--- src/rtl/uc_coordena_asteroides_tiros_pkg.sv ---
// Shared definitions for the asteroid/shot tick sequencer: state codes and default widths.
package uc_coordena_asteroides_tiros_pkg;

    localparam int unsigned LARG_END_AST_PADRAO  = 4;
    localparam int unsigned LARG_END_TIRO_PADRAO = 3;
    localparam int unsigned LARG_ESTADO          = 4;

    // Debug code shown when the state register holds an unused encoding.
    localparam logic [LARG_ESTADO-1:0] DB_INVALIDO = 4'hF;

    typedef enum logic [LARG_ESTADO-1:0] {
        INICIAL       = 4'd0,
        ESPERA        = 4'd1,
        LE_AST        = 4'd2,
        ATUALIZA_AST  = 4'd3,
        LE_TIRO       = 4'd4,
        ATUALIZA_TIRO = 4'd5,
        LE_PAR        = 4'd6,
        COMPARA       = 4'd7,
        FIM           = 4'd8
    } estado_t;

endpackage

--- src/rtl/uc_coordena_asteroides_tiros_contador_indices.sv ---
// Two-level index counter: i_ast (inner) and i_tiro (outer) with clear, increment and last-index flags.
module contador_indices #(
    parameter int unsigned LARG_AST  = 4,
    parameter int unsigned LARG_TIRO = 3
) (
    input  logic                 clock,
    input  logic                 reset,
    input  logic                 limpa,
    input  logic                 limpa_ast,
    input  logic                 inc_ast,
    input  logic                 inc_tiro,
    output logic [LARG_AST-1:0]  i_ast,
    output logic [LARG_AST-1:0]  i_ast_prox,
    output logic [LARG_TIRO-1:0] i_tiro,
    output logic [LARG_TIRO-1:0] i_tiro_prox,
    output logic                 ast_ultimo,
    output logic                 tiro_ultimo
);

    logic [LARG_AST-1:0]  i_ast_q;
    logic [LARG_AST-1:0]  i_ast_d;
    logic [LARG_TIRO-1:0] i_tiro_q;
    logic [LARG_TIRO-1:0] i_tiro_d;

    // Next index values; a full clear wins over everything, increments wrap naturally.
    always_comb begin
        i_ast_d  = i_ast_q;
        i_tiro_d = i_tiro_q;
        if (limpa) begin
            i_ast_d  = '0;
            i_tiro_d = '0;
        end else begin
            if (limpa_ast) begin
                i_ast_d = '0;
            end else if (inc_ast) begin
                i_ast_d = i_ast_q + LARG_AST'(1);
            end
            if (inc_tiro) begin
                i_tiro_d = i_tiro_q + LARG_TIRO'(1);
            end
        end
    end

    // Index registers.
    always_ff @(posedge clock or posedge reset) begin
        if (reset) begin
            i_ast_q  <= '0;
            i_tiro_q <= '0;
        end else begin
            i_ast_q  <= i_ast_d;
            i_tiro_q <= i_tiro_d;
        end
    end

    assign i_ast       = i_ast_q;
    assign i_ast_prox  = i_ast_d;
    assign i_tiro      = i_tiro_q;
    assign i_tiro_prox = i_tiro_d;
    assign ast_ultimo  = (i_ast_q == '1);
    assign tiro_ultimo = (i_tiro_q == '1);

endmodule

--- src/rtl/uc_coordena_asteroides_tiros.sv ---
// Control unit for one game tick: asteroid sweep, shot sweep, then shot x asteroid collision sweep.
// Addresses are registered and change on entry to the LE_* states, so the synchronous memory
// read issued in LE_* is valid in the following ATUALIZA_*/COMPARA cycle. Strobes are decoded
// from the current state and that cycle's datapath flags so they line up with the held address.
module uc_coordena_asteroides_tiros
    import uc_coordena_asteroides_tiros_pkg::*;
#(
    parameter int unsigned LARG_END_AST  = LARG_END_AST_PADRAO,
    parameter int unsigned LARG_END_TIRO = LARG_END_TIRO_PADRAO
) (
    input  logic                     clock,
    input  logic                     reset,
    input  logic                     iniciar,
    input  logic                     asteroide_ativo,
    input  logic                     tiro_ativo,
    input  logic                     asteroide_na_nave,
    input  logic                     tiro_fora_tela,
    input  logic                     colisao,
    output logic [LARG_END_AST-1:0]  end_asteroide,
    output logic [LARG_END_TIRO-1:0] end_tiro,
    output logic                     move_asteroide,
    output logic                     move_tiro,
    output logic                     desativa_asteroide,
    output logic                     desativa_tiro,
    output logic                     perde_vida,
    output logic                     pontua,
    output logic                     pronto,
    output logic [LARG_ESTADO-1:0]   db_estado
);

    estado_t                  state_q;
    estado_t                  state_d;

    logic                     limpa;
    logic                     limpa_ast;
    logic                     inc_ast;
    logic                     inc_tiro;

    logic [LARG_END_AST-1:0]  i_ast;
    logic [LARG_END_AST-1:0]  i_ast_prox;
    logic [LARG_END_TIRO-1:0] i_tiro;
    logic [LARG_END_TIRO-1:0] i_tiro_prox;
    logic                     ast_ultimo;
    logic                     tiro_ultimo;

    logic [LARG_END_AST-1:0]  end_ast_q;
    logic [LARG_END_AST-1:0]  end_ast_d;
    logic [LARG_END_TIRO-1:0] end_tiro_q;
    logic [LARG_END_TIRO-1:0] end_tiro_d;
    logic                     pronto_q;
    logic                     pronto_d;

    contador_indices #(
        .LARG_AST  (LARG_END_AST),
        .LARG_TIRO (LARG_END_TIRO)
    ) u_contador (
        .clock       (clock),
        .reset       (reset),
        .limpa       (limpa),
        .limpa_ast   (limpa_ast),
        .inc_ast     (inc_ast),
        .inc_tiro    (inc_tiro),
        .i_ast       (i_ast),
        .i_ast_prox  (i_ast_prox),
        .i_tiro      (i_tiro),
        .i_tiro_prox (i_tiro_prox),
        .ast_ultimo  (ast_ultimo),
        .tiro_ultimo (tiro_ultimo)
    );

    // Next state, counter controls, strobes and debug code.
    always_comb begin
        state_d            = state_q;
        limpa              = 1'b0;
        limpa_ast          = 1'b0;
        inc_ast            = 1'b0;
        inc_tiro           = 1'b0;
        move_asteroide     = 1'b0;
        move_tiro          = 1'b0;
        desativa_asteroide = 1'b0;
        desativa_tiro      = 1'b0;
        perde_vida         = 1'b0;
        pontua             = 1'b0;
        db_estado          = LARG_ESTADO'(state_q);

        case (state_q)
            INICIAL: begin
                state_d = ESPERA;
            end

            ESPERA: begin
                if (iniciar) begin
                    limpa   = 1'b1;
                    state_d = LE_AST;
                end
            end

            LE_AST: begin
                state_d = ATUALIZA_AST;
            end

            ATUALIZA_AST: begin
                if (asteroide_ativo) begin
                    move_asteroide = 1'b1;
                    if (asteroide_na_nave) begin
                        desativa_asteroide = 1'b1;
                        perde_vida         = 1'b1;
                    end
                end
                inc_ast = 1'b1;
                state_d = ast_ultimo ? LE_TIRO : LE_AST;
            end

            LE_TIRO: begin
                state_d = ATUALIZA_TIRO;
            end

            ATUALIZA_TIRO: begin
                if (tiro_ativo) begin
                    if (tiro_fora_tela) begin
                        desativa_tiro = 1'b1;
                    end else begin
                        move_tiro = 1'b1;
                    end
                end
                inc_tiro = 1'b1;
                if (tiro_ultimo) begin
                    limpa_ast = 1'b1;
                    state_d   = LE_PAR;
                end else begin
                    state_d = LE_TIRO;
                end
            end

            LE_PAR: begin
                state_d = COMPARA;
            end

            COMPARA: begin
                if (!tiro_ativo) begin
                    // Nothing to test for an empty shot slot.
                    inc_tiro  = 1'b1;
                    limpa_ast = 1'b1;
                end else if (asteroide_ativo && colisao) begin
                    // A shot is spent on its first hit.
                    desativa_asteroide = 1'b1;
                    desativa_tiro      = 1'b1;
                    pontua             = 1'b1;
                    inc_tiro           = 1'b1;
                    limpa_ast          = 1'b1;
                end else begin
                    inc_ast  = 1'b1;
                    inc_tiro = ast_ultimo;
                end
                state_d = (inc_tiro && tiro_ultimo) ? FIM : LE_PAR;
            end

            FIM: begin
                limpa   = 1'b1;
                state_d = ESPERA;
            end

            default: begin
                state_d   = INICIAL;
                db_estado = DB_INVALIDO;
            end
        endcase
    end

    // Address and done registers load from the state being entered.
    always_comb begin
        end_ast_d  = end_ast_q;
        end_tiro_d = end_tiro_q;
        pronto_d   = (state_d == FIM);
        if ((state_d == LE_AST) || (state_d == LE_PAR)) begin
            end_ast_d = i_ast_prox;
        end
        if ((state_d == LE_TIRO) || (state_d == LE_PAR)) begin
            end_tiro_d = i_tiro_prox;
        end
    end

    // State and registered outputs.
    always_ff @(posedge clock or posedge reset) begin
        if (reset) begin
            state_q    <= INICIAL;
            end_ast_q  <= '0;
            end_tiro_q <= '0;
            pronto_q   <= 1'b0;
        end else begin
            state_q    <= state_d;
            end_ast_q  <= end_ast_d;
            end_tiro_q <= end_tiro_d;
            pronto_q   <= pronto_d;
        end
    end

    assign end_asteroide = end_ast_q;
    assign end_tiro      = end_tiro_q;
    assign pronto        = pronto_q;

endmodule
--- config.mk ---
export PLATFORM = sky130hd
export DESIGN_NAME = uc_coordena_asteroides_tiros
export DESIGN_NICKNAME = d
export VERILOG_FILES = /design/src/rtl/uc_coordena_asteroides_tiros_pkg.sv /design/src/rtl/uc_coordena_asteroides_tiros_contador_indices.sv /design/src/rtl/uc_coordena_asteroides_tiros.sv
export SDC_FILE = /design/constraint.sdc
export NUM_CORES = 1
export LEC_CHECK = 0
export ABC_CLOCK_PERIOD_IN_PS = 3440
export CORE_ASPECT_RATIO = 2
export CORE_MARGIN = 4
export CORE_UTILIZATION = 35
export CTS_BUF_LIST = sky130_fd_sc_hd__clkbuf_8
export CTS_CLUSTER_DIAMETER = 40
export DETAILED_ROUTE_END_ITERATION = 16
export DONT_BUFFER_PORTS = 1
export GPL_TIMING_DRIVEN = 0
export PLACE_DENSITY = 0.49
export SLEW_MARGIN = 40
export SYNTH_ARGS = -nofsm -noshare
export SYNTH_HDL_FRONTEND = slang
export SYNTH_SLANG_ARGS = --single-unit
export TNS_END_PERCENT = 20
--- constraint.sdc ---
create_clock -name clock -period 3.44 [get_ports clock]
set_clock_uncertainty 0.2 [all_clocks]
set_input_delay 0.344 -clock clock [delete_from_list [all_inputs] [get_ports clock]]
set_output_delay 0.344 -clock clock [all_outputs]
set_load 0.02 [all_outputs]
# [Yosys cells after proc, flatten, opt, wreduce, memory -nomap -nowiden]
# Cells that the tools add are included.
[totals] reg_bits=19 latch_bits=0 ramBits=0 rom_bits=0 in_bits=8 wordCells=67 mem_count=0
[classes] add_sub_neg=2 multipliers=0 div=0 n_lt_le_gt_ge=0 n_eq_ne=14 n_shift=0 muxes=38 bitwise=0 n_reduce_logical=7
[op_table] operator="$pmux W4 S8" n=1
[op_table] operator="$eq A4 B3 Y1 const B" n=6
[op_table] operator="$mux W4" n=6
[op_table] operator="$mux W1" n=21
[op_table] operator="$eq A4 B2 Y1 const B" n=3
[op_table] operator="$eq A4 B4 Y1 const B" n=3
[op_table] operator="$pmux W1 S2" n=6
[op_table] operator="$mux W3" n=3
[op_table] operator="$reduce_or A9 Y1" n=1
[op_table] operator="$add A4 B1 Y4 const B" n=1
[op_table] operator="$eq A4 B1 Y1 const B" n=1
[op_table] operator="$logic_not A4 Y1" n=1
[op_table] operator="$add A3 B1 Y3 const B" n=1
[op_table] operator="$eq A3 B3 Y1 const B" n=1
[op_table] operator="$logic_and A1 B1 Y1" n=2
[op_table] operator="$logic_or A1 B1 Y1" n=2
[op_table] operator="$mux W2" n=1
[op_table] operator="$reduce_or A2 Y1" n=1

# [Logic depth before layout (Yosys ltp)]
# Gate-level depths: netlist of the first run.
[depth] depth_word=9 ltp_mapped=7

# [Modules after synthesis]
# Synthesis of the first run repeated with hierarchy kept, for this count alone.
[hier_totals] hier_cells=104 area_unflattened_um2=1094.8
[modules_own_cells] mod="uc_coordena_asteroides_tiros" instances=1 cells_per_inst=74 area_each_um2=747.0
[modules_own_cells] mod="contador_indices" instances=1 cells_per_inst=30 area_each_um2=347.8

# [Least setup slack after synthesis of the first run]
# Ideal clock, no wire load.
[synth_timing] path_type="register to output" startpoint="register state_q[2]" endpoint="output port desativa_asteroide" arrival_ns=2.116 required_time_ns=2.896 path_slack_ns=0.780 path_stages_with_launch=6 path_buffers=2 cell_sequence="dfrtp_1 buf_2 buf_1 nor4b_1 and2_1 or2_2"
[synth_between] elab_chain_cells=2 word_cells_on_any_way=3 classes_between="eq/ne: 2; mux: 1"
[synth_rtl] item="from (decl)" line_no="uc_coordena_asteroides_tiros.sv:31" rtl="estado_t state_q;"
[synth_rtl] item="from (signal assigned)" line_no="uc_coordena_asteroides_tiros.sv:191" rtl="state_q <= state_d;"
[synth_rtl] item="$eq A4 B3 Y1 / $eq A4 B2 Y1 (equally long branches)" line_no="uc_coordena_asteroides_tiros.sv:86" rtl="case (state_q)"
[synth_rtl] item="$pmux W1 S2 (*)" line_no="uc_coordena_asteroides_tiros.sv:86"
[synth_rtl] item="to (decl)" line_no="uc_coordena_asteroides_tiros.sv:23" rtl="output logic desativa_asteroide,"
# Every way passes the cells marked *; elsewhere a longest branch is shown, timed or not.

# [Final worst setup path of the first run]
# Ends and elaborated chain as after synthesis.

==> results.json, run 1 <==
{
  "p_seq_share_pct": 36.2,
  "wl_per_cell_um": 16.0,
  "drt-met1-wl_um": 887,
  "synthesis.nets": 119,
  "tritoncts": "yes",
  "cts_sinks": 19,
  "grt_pass1_vias": 852,
  "grt_start_max_net_pins": 20,
  "synth-async-reset-ratio_pct": 100,
  "worst_setup_path_end_kind": "output pin",
  "cts-root-buf": "clkbuf_8",
  "crit_type": "reg -> out",
  "endpoint": "desativa_asteroide",
  "worst_pin_slew_ns": 0.752,
  "hpwl_um": 1830,
  "fin_nets": 125,
  "synth_cells": 108,
  "portBuffers": 0,
  "hp-class": "in -> reg",
  "h-tree-depth": 1,
  "setup-tns-final_ns": 0,
  "grt_pass1_wl_um": 3620,
  "areaGrowthSynthToFinish_pct": 8.78,
  "grt_use_total_pct": 12.0,
  "drc": 0,
  "drive_above_1_share_pct": 24.8,
  "holdWs_ns": 0.158,
  "clock_power_share_pct": 13.2,
  "synth_edf_count": 0,
  "crit_arrival_ns": 2.23,
  "top_layer": "met4",
  "cap_violations": 0,
  "wl_met2_um": 1130,
  "synth_cell_types": 43,
  "multi_input_area_um2": 612,
  "synth_top_area_cell": "dfrtp_1",
  "die_area_um2": 4240,
  "drtIter0Drc": 34,
  "worstSetupStartpointType": "flop",
  "final.fill_count": 302,
  "r2r-start": "u_contador.i_tiro[0]",
  "antenna_found_initial": 0,
  "core-area_um2": 3010,
  "slew-limit-headroom_pct": 49.5,
  "place_congestion": 0.830,
  "routed_wl_um": 2280,
  "period_needed_ns": 2.77,
  "r2r_setup_slack_ns": 1.11,
  "rr_worst_depth": 6,
  "synth_top_area_share_pct": 42.2,
  "netlist_top_cells_area": "dfrtp_1, mux2_2, nor2_1",
  "p_sw_uw": 491,
  "ys_warn_count": 0,
  "synth_seq_area_share_pct": 42.2,
  "required_ns": 2.90,
  "intPower_uw": 637,
  "p_per_area_nw_per_um2": 921,
  "cts.clk_slew.worst_paths_ns": 0.07,
  "rsz0062_at_grt": "no",
  "fin_util_pct": 40.7,
  "regArea_um2": 475,
  "synth-main-ff-cell": "dfrtp_1",
  "critPathLaunch": "state_q[2]",
  "fmax_mhz": 361,
  "n_antenna_cell": 0,
  "std_cell_rows": 28,
  "yosysMostFrequentCell": "dfrtp_1",
  "cellLeakagePower_uw": 0.000522,
  "setup_viol": 0,
  "die_x_um": 48.1,
  "status": "complete, no violations",
  "num_vias": 824,
  "gr-total-overflow": 0,
  "clock_latency_ns": 0.25,
  "synth_top_cells_by_count": "dfrtp_1, nor2_1, mux2_2",
  "syn_avg_cell_area_um2": 10.4,
  "viasPerCell": 5.76,
  "synth_area_um2": 1130,
  "route.met3.wl_um": 144,
  "slew_viol_final": 0,
  "period_share_pct": 80.5,
  "io_pins": 26,
  "initial_core_util_pct": 37.4,
  "finalHoldViolations": 0,
  "p_comb_share_pct": 50.7,
  "numCtsBuffers": 3,
  "path_max_fanout": 10,
  "rr_endpoint": "end_tiro[0]",
  "drt-pass1-iter-count": 4,
  "p_sw_share_pct": 43.5,
  "die_h_um": 88.2,
  "drtAntennaViolNets": 0,
  "synth-seq-cells": 19,
  "cts_resized": 0,
  "vdd_drop_max_uv": 447,
  "clockBufferDepth": 2
}
-- power groups by stage --
stage                     logic (µW)  clock network [µW]  registers [µW]
final                            571                 149             408
after global routing             640                 164             418
after CTS                        580                 154             410
after detailed placement         579                   0             414
after global placement           562                   0             412
after floorplan                  480                   0             399
-- what timing repair did --
item                      CTS  global route
hold endpoints to repair   19             0
buffers inserted            0             0
hold buffers                1             0
-- logic make-up (layout without fill, tap and decap cells) --
| logic type | count (synthesis) | in the layout | share of synthesized area [%] |
|---|---|---|---|
| AOI/OAI and AO/OA | 23 | 23 | 17.0 |
| xor gates and xnor gates | 5 | 5 | 3.89 |
| adders and majority gates | 3 | 3 | 3.33 |
| buffers and inverters | 10 | 15 | 4.00 |
| DFF | 19 | 19 | 42.2 |
| muxes | 10 | 10 | 9.67 |
| and+or+nand+nor | 38 | 38 | 19.9 |
-- state kept, by name, indices dropped and copies added (netlist names) --
signal and count:
pronto 1, u_contador.i_tiro 3, u_contador.i_ast 4, state_q 4, end_asteroide 4, end_tiro 3
-- layer usage --
metal	track usage, %	up-vias
li1	-	391
met1	12.8	391
met2	19.3	31
met3	2.65	11
met4	8.82	0
met5	0	-
-- cell usage in the layout, fill, tap and decap left out, drive strengths merged, types with 2 or more instances in the layout --
| cell | synthesis | layout |
|---|---|---|
| dfrtp | 19 | 19 |
| nor2 | 11 | 11 |
| mux2 | 7 | 7 |
| nand3 | 6 | 6 |
| nand2b | 5 | 5 |
| o21ai | 5 | 5 |
| buf | 5 | 5 |
| clkbuf | 2 | 5 |
| nor2b | 4 | 4 |
| inv | 3 | 4 |
| mux2i | 3 | 3 |
| xnor2 | 3 | 3 |
| ha | 3 | 3 |
| nand2 | 3 | 3 |
| a21boi | 2 | 2 |
| a21oi | 2 | 2 |
| nand3b | 2 | 2 |
| xor2 | 2 | 2 |
| a211oi | 2 | 2 |
| nor3 | 2 | 2 |
| a311oi | 2 | 2 |
-- worst min path at each step --
stage                  from              endpoint  slack, ns  cells past startpoint
finish              iniciar            state_q[0]       0.16                      2
global route        iniciar            state_q[0]       0.17                      2
CTS                 iniciar            state_q[0]       0.15                      2
detailed placement    reset  u_contador.i_tiro[2]       0.20                      1
global placement      reset           end_tiro[2]       0.19                      1
floorplan             reset      end_asteroide[0]        0.1                      1
-- per-stage QoR --
step           std cells  setup slack, ns  instance area, µm²  total power, µW
2_1_floorplan        108            0.780                1130              879
3_3_place_gp         138            0.577                1160              973
3_5_place_dp         138            0.906                1170              993
4_1_cts              143            0.624                1220             1140
5_1_grt              143            0.556                1220             1220
6_report             143            0.670                1220             1130
-- critical path: stages, from the launching register on --
cell	delay [ns]
dfrtp_1	0.35
buf_2	0.18
buf_1	0.25
nor4b_2	0.63
and2_1	0.35
or2_2	0.22
-- final cells by class --
cell class,instances,area share (%)
flip-flops and latches,19,38.8
clock buffers,3,3.37
inverters,3,0.919
plain buffers,7,2.76
repair buffers,1,0.817
well taps,30,3.06
clock inverters,1,0.306
multi-input cells,79,49.9
Power figures use the tool's default switching activity.
==> run 2, diff against run 1 <==
--- a/config.mk
+++ b/config.mk
@@ -5,7 +5,8 @@
 export SDC_FILE = /design/constraint.sdc
 export NUM_CORES = 1
 export LEC_CHECK = 0
-export ABC_CLOCK_PERIOD_IN_PS = 3440
+export ABC_AREA = 1
+export ABC_CLOCK_PERIOD_IN_PS = 2450
 export CORE_ASPECT_RATIO = 2
 export CORE_MARGIN = 4
 export CORE_UTILIZATION = 35
@@ -14,7 +15,7 @@
 export DETAILED_ROUTE_END_ITERATION = 16
 export DONT_BUFFER_PORTS = 1
 export GPL_TIMING_DRIVEN = 0
-export PLACE_DENSITY = 0.49
+export PLACE_DENSITY = 0.51
 export SLEW_MARGIN = 40
 export SYNTH_ARGS = -nofsm -noshare
 export SYNTH_HDL_FRONTEND = slang
==> constraint.sdc (replaced) <==
create_clock -name clock -period 2.45 [get_ports clock]
set_clock_uncertainty 0.2 [all_clocks]
set_input_delay 0.245 -clock clock [delete_from_list [all_inputs] [get_ports clock]]
set_output_delay 0.245 -clock clock [all_outputs]
set_load 0.02 [all_outputs]
==> run 2 against run 1 <==
Hold slack got worse by 0.14 ns. Critical path depth shrank 2. Sequential power is 40% higher. Final cell count increased by 40%. Clock power is 46% higher. Synthesized cell count increased by 52%. Cell area up 3.7%.
==> results.json, run 2 <==
{
  "status": "complete, no violations",
  "placed_area_um2": 1210,
  "die_area_um2": 4400,
  "period_share_pct": 89.4,
  "grt_pass1_wl_um": 4670,
  "die_x_um": 49.0,
  "top_layer": "met4",
  "grt_pass1_vias": 1073,
  "required_ns": 2.01,
  "final.fill_count": 357,
  "holdWs_ns": 0.0198,
  "fin_nets": 181,
  "worstSetupStartpointType": "flop",
  "cts_resized": 0,
  "synth_cell_types": 21,
  "fmax_mhz": 457,
  "fin_ws_ns": 0.261,
  "p_per_area_nw_per_um2": 1110,
  "routed_wl_um": 2620,
  "syn_avg_cell_area_um2": 7.16,
  "place_congestion": 0.813,
  "wl_met2_um": 1590,
  "core-area_um2": 3190,
  "drt-met1-wl_um": 888,
  "slew-limit-headroom_pct": 51.9,
  "grt_start_max_net_pins": 20,
  "die_h_um": 89.9,
  "drtIter0Drc": 12,
  "worst_pin_slew_ns": 0.720,
  "synth-main-ff-cell": "dfrtp_1",
  "yosysMostFrequentCell": "nand2_1",
  "initial_core_util_pct": 36.8,
  "numCtsBuffers": 3,
  "clock_latency_ns": 0.26,
  "viasPerCell": 5.03,
  "grt_use_total_pct": 13.3,
  "synth_edf_count": 0,
  "final_cell_area_um2": 1270,
  "cellLeakagePower_uw": 0.000715,
  "rsz0062_at_grt": "no",
  "drt-pass1-iter-count": 4,
  "final_common_cell": "nand2_1",
  "gr-total-overflow": 0,
  "antenna_found_initial": 0,
  "h-tree-depth": 1,
  "setup-tns-final_ns": 0,
  "drive_above_1_share_pct": 17.8,
  "setup_viol": 0,
  "ys_warn_count": 0,
  "wl_per_cell_um": 13.1,
  "synth-async-reset-ratio_pct": 100,
  "synth_seq_area_share_pct": 40.5,
  "synth-seq-cells": 19,
  "path_max_fanout": 6,
  "route.met3.wl_um": 46,
  "cts_sinks": 19,
  "fin_total_pwr_uw": 1410,
  "synth_top_area_share_pct": 40.5,
  "vdd_drop_max_uv": 461,
  "cts.clk_slew.worst_paths_ns": 0.07,
  "slew_viol_final": 0,
  "synthesis.nets": 175,
  "worst_setup_path_end_kind": "output pin",
  "cts-root-buf": "clkbuf_8",
  "crit_type": "reg -> out",
  "cap_violations": 0,
  "synth_area_um2": 1170,
  "crit_arrival_ns": 1.74,
  "clockBufferDepth": 2,
  "finalHoldViolations": 0,
  "portBuffers": 0,
  "std_cell_rows": 29,
  "tritoncts": "yes",
  "period_needed_ns": 2.19,
  "n_antenna_cell": 0,
  "io_pins": 26,
  "hpwl_um": 2220,
  "num_vias": 1005,
  "drtAntennaViolNets": 0,
  "synth_top_cells_by_count": "nand2_1, dfrtp_1, inv_1",
  "final_cell_mix": "nand2_1, inv_1, dfrtp_1",
  "areaGrowthSynthToFinish_pct": 8.09,
  "hp-class": "in -> reg",
  "synth_top_area_cell": "dfrtp_1",
  "netlist_top_cells_area": "dfrtp_1, nand2_1, inv_1",
  "synth_cells": 164,
  "pre_cts_slack_ns": 0.515,
  "drc": 0
}
run 2: cell types whose count changed after synthesis, moves of 3 or more:
cell,before,now
a21oi_1,2,5
buf_2,3,0
inv_1,3,19
inv_2,0,5
mux2_2,7,0
mux2i_1,3,0
nand2_1,2,58
nand2_2,1,8
nand2b_1,5,0
nand3_1,5,14
nor2_2,0,5
nor2_4,0,4
nor2b_1,4,0
xnor2_1,3,0
run 2: cell type report:
type                            instances  area, µm²  area share [%]
Sequential cell                        19        475            37.4
Clock buffer                            3       41.3            3.25
Tap cell                               31       38.8            3.05
Clock inverter                          1       5.00           0.394
Buffer                                  1       3.75           0.296
Inverter                               24       90.1            7.09
Timing Repair Buffer                    1       10.0           0.788
Multi-Input combinational cell        120        606            47.7
run 2: routing by layer:
layer  vias up  track usage, %
met4         0            7.19
met5         -               0
met3         8            1.66
met1       467            12.0
met2        12            26.4
li1        518               -
run 2: report_power, final:
part	internal [µW]	switching [µW]
registers	418	155
clock network	113	104
logic	199	425
run 2: repair_timing:
action / in CTS / in global routing
setup endpoints to repair: 0 / 0
setup buffers: 0 / 0
hold buffers: 1 / 0
endpoints found under the hold margin: 19 / 0
run 2: final timing paths:
check	start	to	slack (ns)	depth (start not counted)
worst min-delay path	iniciar	state_q[0]	0.02	2
max in group asynchronous	reset	state_q[1]	1.25	2
worst min register to register	end_asteroide[2]	end_asteroide[2]	0.42	2
worst max-delay path	state_q[2]	desativa_asteroide	0.26	3
min in group asynchronous	reset	end_asteroide[3]	0.35	2
worst max register to register	u_contador.i_ast[0]	end_asteroide[1]	0.67	8
run 2: kinds of logic (layout without fill, tap and decap cells):
logic type | count (synthesis) | count (layout) | synth area share (%)
AND/OR/NAND/NOR | 106 | 106 | 43.0
flip-flops | 19 | 19 | 40.5
AO/OA/AOI/OAI | 11 | 11 | 5.32
adder cells (fa/ha/maj) | 3 | 3 | 3.20
buffers and inverters | 25 | 30 | 7.99
run 2: critical path, stage by stage (launching register included):
cell and delay [ns]:
dfrtp_1 0.47, nor2_1 0.31, nand2_1 0.14, o21ai_0 0.57
run 2: stage by stage:
step / utilization, % / cells
2_1_floorplan: - / 164
4_1_cts: 39.8 / 200
5_1_grt: 39.8 / 200
3_5_place_dp: 38.0 / 195
6_report: 39.8 / 200
3_3_place_gp: 38.0 / 195
==> run 3, diff against run 2 <==
--- a/config.mk
+++ b/config.mk
@@ -5,7 +5,6 @@
 export SDC_FILE = /design/constraint.sdc
 export NUM_CORES = 1
 export LEC_CHECK = 0
-export ABC_AREA = 1
 export ABC_CLOCK_PERIOD_IN_PS = 2450
 export CORE_ASPECT_RATIO = 2
 export CORE_MARGIN = 4
==> run 3 against run 2 <==
Final cell count down 28%. First-iteration DRC count unchanged. Die area down 3.6%. Sequential share of layout area up 0.95 points. Utilization up 1.3 points. Non-clock buffer count up 6. Largest cell class unchanged.
==> results.json, run 3 (synthesized netlist as in run 1, its figures left out) <==
{
  "fmax_mhz": 428,
  "crit_family": "simple AND/OR/NAND/NOR gates",
  "cellLeakagePower_uw": 0.000529,
  "num_vias": 798,
  "n_antenna_cell": 0,
  "std_cell_rows": 28,
  "p_per_area_nw_per_um2": 1290,
  "io_pins": 26,
  "drtIter0Drc": 12,
  "fin_nets": 125,
  "regArea_um2": 475,
  "holdWs_ns": 0.0554,
  "crit_type": "reg -> out",
  "status": "complete, no violations",
  "cts-root-buf": "clkbuf_8",
  "die_x_um": 48.1,
  "met3_usage_pct": 2.85,
  "post_cts_buffers": 0,
  "drc": 0,
  "path_common_cell": "buf_2",
  "cp_cell_sequence": "buf_2, buf_2, nor4b_4, and2_4, or2_2",
  "p_sw_share_pct": 43.6,
  "areaGrowthSynthToFinish_pct": 10.0,
  "grt_pass1_wl_um": 3850,
  "drtAntennaViolNets": 0,
  "worstSetupStartpointType": "flop",
  "crit_arrival_ns": 1.89,
  "grt_start_max_net_pins": 20,
  "cap_violations": 0,
  "path_buf_inv": 2,
  "p_seq_share_pct": 35.8,
  "clockBufferDepth": 2,
  "intPower_uw": 903,
  "max_stage_delay_ns": 0.46,
  "gr-total-overflow": 0,
  "use_met1_pct": 13.1,
  "place_congestion": 0.821,
  "die_area_um2": 4240,
  "cp_slowest_cell": "nor4b_4",
  "rsz0062_at_grt": "no",
  "tritoncts": "yes",
  "setup_viol": 0,
  "vdd_drop_max_uv": 571,
  "path_max_fanout": 10,
  "initial_core_util_pct": 37.4,
  "hpwl_um": 1840,
  "numCtsBuffers": 3,
  "finalHoldViolations": 0,
  "period_share_pct": 95.3,
  "core-area_um2": 3010,
  "slew_viol_final": 0,
  "final.fill_count": 304,
  "viasPerCell": 5.58,
  "wl_per_cell_um": 16.2,
  "period_needed_ns": 2.33,
  "portBuffers": 0,
  "placed_cells_incl_taps": 138,
  "clock_latency_ns": 0.26,
  "antenna_found_initial": 0,
  "hp-class": "in -> reg",
  "drt-pass1-iter-count": 4,
  "busiest_layer": "met2",
  "worst_pin_slew_ns": 0.733,
  "final_common_cell": "dfrtp_1",
  "setup-tns-final_ns": 0,
  "layout.cells.non_filler": 143,
  "clock_power_share_pct": 13.6,
  "required_ns": 2.01,
  "multi_input_area_um2": 623,
  "final_cell_mix": "dfrtp_1, nor2_1, mux2_2",
  "cts.clk_slew.worst_paths_ns": 0.07,
  "routed_wl_um": 2310,
  "p_sw_uw": 699,
  "drive_above_1_share_pct": 27.4,
  "use_met2_pct": 21.5,
  "grt_pass1_vias": 866,
  "p_comb_share_pct": 50.6,
  "die_h_um": 88.2,
  "h-tree-depth": 1,
  "grt_use_total_pct": 12.6,
  "fin_total_pwr_uw": 1600,
  "worst_setup_path_end_kind": "output pin",
  "slew-limit-headroom_pct": 51.1,
  "cts_sinks": 19
}
==> run 3: timing repair <==
item | 4_1_cts | 5_1_grt
gates resized for setup | 3 | 1
endpoints found under the hold margin | 19 | 0
setup endpoints to repair | 2 | 1
gates cloned | 0 | 0
pin swaps | 1 | 1
hold buffers | 1 | 0
==> run 3: per-stage QoR <==
stage / cell area [µm²] / utilization (%) / setup WS (ns)
after CTS: 1240 / 41.1 / 0.0927
after global placement: 1170 / 38.8 / 0.0413
after floorplan: 1130 / - / 0.199
final: 1240 / 41.1 / 0.116
after detailed placement: 1170 / 38.8 / 0.0449
after global routing: 1240 / 41.1 / 0.00252
==> run 3: worst register-to-register path, delay by kind of cell, from the launching register on <==
kind | cells | cell delay, ns
AO/OA/AOI/OAI | 2 | 0.51
adder cells (fa/ha/maj) | 2 | 0.45
flip-flops | 1 | 0.40
multiplexers | 1 | 0.36
AND/OR/NAND/NOR | 1 | 0.30
==> run 3: power by group through the flow <==
stage	logic (µW)	clock network (µW)	registers [µW]
after floorplan	679	0	560
after global placement	789	0	577
after detailed placement	805	0	583
after CTS	822	223	578
after global routing	909	236	588
final	811	218	574
==> run 3: layout make-up <==
type                            instances  share of cell area [%]
Clock buffer                            3                    3.33
Multi-Input combinational cell         79                    50.3
Buffer                                  7                    2.83
Clock inverter                          1                   0.404
Tap cell                               30                    3.03
Timing Repair Buffer                    1                   0.808
Inverter                                3                   0.909
Sequential cell                        19                    38.4
==> run 3: final timing paths <==
path,startpoint,end,slack [ns],cells past startpoint
worst min register to register,u_contador.i_ast[3],u_contador.i_ast[3],0.38,2
max in group asynchronous,reset,u_contador.i_tiro[0],1.24,2
min in group asynchronous,reset,state_q[0],0.35,2
worst max-delay path,state_q[2],desativa_asteroide,0.12,5
worst max register to register,u_contador.i_tiro[0],end_tiro[0],0.13,6
worst min-delay path,iniciar,state_q[0],0.06,2
==> run 3: per-layer routing <==
layer,vias to the layer above,wire length (µm)
met1,368,833
met3,10,184
met4,0,89
li1,391,-
met5,-,0
met2,29,1200
